===== src/rtl/fetch_unit.sv =====
// Instruction-fetch stage: owns the PC, keeps one imem request in flight and
// hands fetched words to decode over valid/ready; taken branches redirect and flush.
//
// state | meaning
// ISSUE | drive imem_req for the current pc
// WAIT  | request outstanding, waiting for imem_valid
// HOLD  | word fetched while decode was stalled; parked in hold register
// DROP  | wrong-path response still in flight; swallow it
`timescale 1ns/1ps
module fetch_unit #(
  parameter int                PC_W     = 64,
  parameter logic [PC_W-1:0]   RESET_PC = '0
) (
  input  logic            clk,
  input  logic            rst,
  output logic            imem_req,
  output logic [PC_W-1:0] imem_addr,
  input  logic            imem_valid,
  input  logic [31:0]     imem_data,
  input  logic            br_taken,
  input  logic            uncond_br,
  input  logic [PC_W-1:0] br_pc,
  input  logic [31:0]     br_instr,
  output logic            id_valid,
  input  logic            id_ready,
  output logic [31:0]     id_instr,
  output logic [PC_W-1:0] id_pc
);

  typedef enum logic [1:0] {
    S_ISSUE = 2'd0,
    S_WAIT  = 2'd1,
    S_HOLD  = 2'd2,
    S_DROP  = 2'd3
  } state_t;

  state_t          state_q, state_d;
  logic [PC_W-1:0] pc_q, pc_d;
  logic            id_valid_q, id_valid_d;
  logic [31:0]     id_instr_q, id_instr_d;
  logic [PC_W-1:0] id_pc_q, id_pc_d;
  logic [31:0]     hold_instr_q, hold_instr_d;
  logic [PC_W-1:0] hold_pc_q, hold_pc_d;

  logic [PC_W-1:0] br_off;
  logic [PC_W-1:0] br_target;
  logic [PC_W-1:0] pc_inc;
  logic            out_free;
  logic            unused_br_bits;

  // CB-format offset sits in [23:5], B-format in [25:0]; both are word offsets
  assign br_off = uncond_br ? {{(PC_W-28){br_instr[25]}}, br_instr[25:0], 2'b00}
                            : {{(PC_W-21){br_instr[23]}}, br_instr[23:5], 2'b00};
  assign br_target      = br_pc + br_off;
  assign pc_inc         = pc_q + PC_W'(4);
  assign out_free       = !id_valid_q || id_ready;
  assign unused_br_bits = ^{br_instr[31:26], br_instr[4:0]};

  assign imem_req  = rst && (state_q == S_ISSUE) && !br_taken;
  assign imem_addr = pc_q;
  assign id_valid  = id_valid_q;
  assign id_instr  = id_instr_q;
  assign id_pc     = id_pc_q;

  always_comb begin
    state_d      = state_q;
    pc_d         = pc_q;
    id_valid_d   = id_valid_q;
    id_instr_d   = id_instr_q;
    id_pc_d      = id_pc_q;
    hold_instr_d = hold_instr_q;
    hold_pc_d    = hold_pc_q;

    if (id_valid_q && id_ready) id_valid_d = 1'b0;

    if (br_taken) begin
      pc_d         = br_target;
      id_valid_d   = 1'b0;
      hold_instr_d = '0;
      hold_pc_d    = '0;
      // a response landing with the redirect is simply discarded, no DROP needed
      if (state_q == S_WAIT && !imem_valid) state_d = S_DROP;
      else                                  state_d = S_ISSUE;
    end else begin
      case (state_q)
        S_ISSUE: state_d = S_WAIT;
        S_WAIT: begin
          if (imem_valid) begin
            pc_d = pc_inc;
            if (out_free) begin
              id_valid_d = 1'b1;
              id_instr_d = imem_data;
              id_pc_d    = pc_q;
              state_d    = S_ISSUE;
            end else begin
              hold_instr_d = imem_data;
              hold_pc_d    = pc_q;
              state_d      = S_HOLD;
            end
          end
        end
        S_HOLD: begin
          if (id_ready) begin
            id_valid_d = 1'b1;
            id_instr_d = hold_instr_q;
            id_pc_d    = hold_pc_q;
            state_d    = S_ISSUE;
          end
        end
        S_DROP: begin
          if (imem_valid) state_d = S_ISSUE;
        end
        default: state_d = S_ISSUE;
      endcase
    end
  end

  always_ff @(posedge clk or negedge rst) begin
    if (!rst) begin
      state_q      <= S_ISSUE;
      pc_q         <= RESET_PC;
      id_valid_q   <= 1'b0;
      id_instr_q   <= '0;
      id_pc_q      <= '0;
      hold_instr_q <= '0;
      hold_pc_q    <= '0;
    end else begin
      state_q      <= state_d;
      pc_q         <= pc_d;
      id_valid_q   <= id_valid_d;
      id_instr_q   <= id_instr_d;
      id_pc_q      <= id_pc_d;
      hold_instr_q <= hold_instr_d;
      hold_pc_q    <= hold_pc_d;
    end
  end

endmodule


===== config.mk =====
export PLATFORM = sky130hd
export DESIGN_NAME = fetch_unit
export DESIGN_NICKNAME = d
export VERILOG_FILES = /design/src/rtl/fetch_unit.sv
export SDC_FILE = /design/constraint.sdc
export NUM_CORES = 1
export LEC_CHECK = 0
export BUFFER_PORTS_ARGS = -buffer_cell sky130_fd_sc_hd__buf_4
export CORE_MARGIN = 10
export CORE_UTILIZATION = 35
export DETAILED_ROUTE_END_ITERATION = 12
export HOLD_SLACK_MARGIN = 0.1
export PLACE_DENSITY = 0.58
export SLEW_MARGIN = 5
export SYNTH_ARGS = -nofsm -noshare
export SYNTH_HDL_FRONTEND = slang
export SYNTH_SLANG_ARGS = --single-unit

===== constraint.sdc =====
create_clock -name clk -period 2.55 [get_ports clk]
set_input_delay 0.51 -clock clk [delete_from_list [all_inputs] [get_ports clk]]
set_output_delay 0.51 -clock clk [all_outputs]
set_load 0.005 [all_outputs]

==> results.sh <==
export IMPL_status="finished with violations"
export IMPL_violations="negative setup slack"
export IMPL_synth_seq_cells=259
export IMPL_wirelength_microns=54900
export IMPL_placementRows=77
export IMPL_p_per_area_nw_per_um2=768
export IMPL_arrival_ns=3.56
export IMPL_numCtsBuffers=28
export IMPL_die_width_microns=232
export IMPL_grt_pass1_wl_microns=84500
export IMPL_synth_xor_area_share_pct=6.39
export IMPL_ant_nets=0
export IMPL_fin_crit_ns=3.12
export IMPL_worstPathRequired_ns=2.99
export IMPL_rsz0062_at_grt="true"
export IMPL_setup_tns_final_ns=-12.82
export IMPL_numPortBuffers=289
export IMPL_yosys_area_share_simple_pct=18.3
export IMPL_hp_class="in2reg"
export IMPL_p_int_mw=11.5
export IMPL_nNetsFinal=2579
export IMPL_power_mw=17.8
export IMPL_final_core_util_pct=52.0
export IMPL_worstHoldPathCells=2
export IMPL_route_detailed_drc=0
export IMPL_place_area_sq_um=21000
export IMPL_first_global_vias=15100
export IMPL_ctsHtreeMaxLevel=1
export IMPL_yosys_warnings=0
export IMPL_dr_pass1_iters=5
export IMPL_path_class="in2reg"
export IMPL_ir_worst_vdd_mv=0.462
export IMPL_skew_ns=0.0127
export IMPL_syn_cell_area_sq_um=15800
export IMPL_drtIter0Drc=1179
export IMPL_drv_slew=0
export IMPL_reg2regPathDepth=12
export IMPL_power_switching_mw=6.30
export IMPL_grt_ovfl_total=0
export IMPL_num_vias=15200
export IMPL_syn_area_per_cell_sq_um=8.57
export IMPL_placedCellCount=2913
export IMPL_tightest_slew_ns=0.961
export IMPL_cts_sinks=259
export IMPL_synth_top_area_cell="dfrtp_1"
export IMPL_combPwrFrac_pct=44.3
export IMPL_period_share_pct=122
export IMPL_drt_wirelength_per_cell_microns=18.4
export IMPL_slew_headroom_pct=35.9
export IMPL_instances_no_fill=2989
export IMPL_clk_pin_slew_ns=0.06
export IMPL_leakagePower_nw=10.0
export IMPL_die_area_sq_um=53900
export IMPL_path_common_cell="a21o_1"
export IMPL_slowest_stage="or4_4"
export IMPL_cp_max_fo=4
export IMPL_hold_slack_ns=0.200
export IMPL_synth_fa_ha_area_share_pct=5.37
export IMPL_start_util_pct=35.5
export IMPL_setup_viol=44
export IMPL_pwr_share_clk_pct=22.6
export IMPL_critPathCaptureType="flip-flop"
export IMPL_cap_violations=0
export IMPL_layout_drive_gt1_share_pct=35.3
export IMPL_diodes=0
export IMPL_clockBufferDepth=3
export IMPL_cts_tree="built"
export IMPL_power_share_sequential_pct=33.0
export IMPL_grt_usage_pct=19.2
export IMPL_synth_top_family_by_area="simple AND/OR/NAND/NOR gates"
export IMPL_r2r_setup_slack_ns=0.03
export IMPL_worstPathCellList="buf_12 > mux2_4 > ha_4 > fa_2 > a21o_1 > a221o_1 > a22oi_2 > buf_6 > a2111oi_4 > o21ai_1 > nand2_2 > or4_4 > a21o_1 > a31o_1"
export IMPL_synth_mux_area_share_pct=7.92
export IMPL_yosys_cell_types_count=68
export IMPL_synthTopCellsByArea="dfrtp_1 (41%), a21oi_1 (9.5%), nand2_1 (7.4%)"
export IMPL_areaGrowthSynthToFinish_pct=46.6
export IMPL_gp_congestion=0.889
export IMPL_synthesis_nets=2041
export IMPL_crit_path_max_incr_delay_ns=0.49
export IMPL_synth_compound_area_share_pct=17.5
export IMPL_preCtsSetupSlack_ns=-1.25
export IMPL_setup_ws_ns=-0.573
export IMPL_seq_area_frac_synth_pct=41.1
export IMPL_synth_ff_type="dfrtp_1"
export IMPL_clk_latency_ns=0.55
export IMPL_hold_violations=0
export IMPL_viasPerCell=5.08
export IMPL_grt_antenna_before_repair=0
export IMPL_pin_count=296
export IMPL_switching_share_pct=35.5
export IMPL_async_reset_ff_share_pct=100
export IMPL_synth_cells=1840
export IMPL_core_area_sq_um=44400
export IMPL_dpl_hpwl_microns=40200
export IMPL_synth_edf_count=0
export IMPL_fmax_ghz=0.320
export IMPL_synth_top_area_share_pct=41.1
export IMPL_clockRootBuffer="clkbuf_16"
export IMPL_postLayoutCellArea_sq_um=23100
export IMPL_worstSetupStartpointType="primary input"
export IMPL_grt_max_degree=216
export IMPL_die_h_microns=232
[layout by cell type, fill, tap and decap left out, types with 5 or more instances in the layout]
cell type and count:
buf_4 592, nand2_1 299, a21oi_1 269, dfrtp_1 259, nor2_1 187, mux2i_1 100
xnor2_1 57, nand4_1 51, ha_1 40, xor2_1 39, o21ai_0 35, a21o_1 33
nand3_1 29, clkbuf_16 28, ha_4 25, a21oi_2 24, inv_1 18, and3_1 17
o21ai_1 17, buf_6 17, mux2_2 15, buf_12 14, o21bai_1 10, xnor2_2 10
clkbuf_8 9, nand2b_1 8, a21oi_4 8, o21ai_2 8, mux2_4 7, and2_1 7
nor3_1 7, clkbuf_1 7, nand2_2 6, a31oi_4 6, o21a_1 6, xor2_2 6
or3_1 5
[worst max-delay path: cells and delay by family]
kind                       cells  cell delay [ns]
AOI/OAI and AO/OA              7             1.37
and+or+nand+nor                2             0.58
adders and majority gates      2             0.51
muxes                          1             0.31
buffers and inverters          2             0.25
[synth_stat cells (5+ instances only)]
| cell type | count |
|---|---|
| nand2_1 | 309 |
| a21oi_1 | 299 |
| dfrtp_1 | 259 |
| nor2_1 | 191 |
| mux2i_1 | 100 |
| clkbuf_1 | 94 |
| xnor2_1 | 70 |
| ha_1 | 66 |
| o21ai_0 | 56 |
| nand4_1 | 51 |
| xor2_1 | 45 |
| a21o_1 | 33 |
| nand3_1 | 32 |
| mux2_2 | 21 |
| and3_1 | 20 |
| inv_1 | 18 |
| a31oi_1 | 13 |
| buf_1 | 12 |
| buf_2 | 12 |
| o21bai_1 | 11 |
| and2_1 | 9 |
| nand2b_1 | 9 |
| nor3_1 | 9 |
| a211oi_1 | 7 |
| o21ai_1 | 7 |
| o21a_1 | 6 |
| or3_1 | 6 |
| and4_1 | 5 |
| nor2b_1 | 5 |
[sequential cells by signal, summed over array words and instances (netlist names)]
register,flops
hold_instr_q,32
hold_pc_q,64
id_instr,32
id_pc,64
id_valid,1
imem_addr,64
state_q,2
[power by group through the flow]
| stage | clock network, mW | registers [mW] | logic, mW |
|---|---|---|---|
| 4_1_cts | 4.13 | 5.87 | 7.67 |
| 6_report | 4.02 | 5.87 | 7.87 |
| 2_1_floorplan | 0 | 6.02 | 3.20 |
| 3_3_place_gp | 0 | 5.91 | 7.36 |
| 3_5_place_dp | 0 | 5.95 | 7.44 |
| 5_1_grt | 4.28 | 6.00 | 8.60 |
[layout make-up]
type | instances | area, sq um
repair buffers | 626 | 4960
inverters | 19 | 71.3
multi-input cells | 1444 | 9940
well taps | 592 | 741
clock buffers | 44 | 851
flip-flops and latches | 259 | 6480
fillers | 4129 | 21300
clock inverters | 5 | 65.1
[final timing paths]
path,startpoint,end
worst max-delay path,uncond_br,imem_addr[60]
worst min-delay path,br_pc[1],imem_addr[1]
worst max register to register,state_q[1],imem_addr[63]
worst min register to register,hold_pc_q[39],hold_pc_q[39]
max in group asynchronous,rst,imem_addr[59]
min in group asynchronous,rst,state_q[0]
[cells by family after synthesis]
family                     after synthesis
buffers and inverters                  138
and+or+nand+nor                        662
muxes                                  122
DFF                                    259
adders and majority gates               67
xor gates and xnor gates               115
AOI/OAI and AO/OA                      477
[layer usage]
layer	track usage, %	up-vias	wire (microns)
li1	-	7495	-
met1	26.5	7322	25500
met2	31.1	311	25800
met3	2.36	63	2540
met4	4.94	0	1110
met5	0	-	0
[what timing repair did]
action,in CTS,in global routing
pin swaps,55,54
endpoints found under the setup margin,51,53
hold buffers,1,0
gates resized for setup,81,103
cloned,0,1
buffers inserted,9,20
endpoints found under the hold margin,68,0
(Power assumes the default switching activity.)
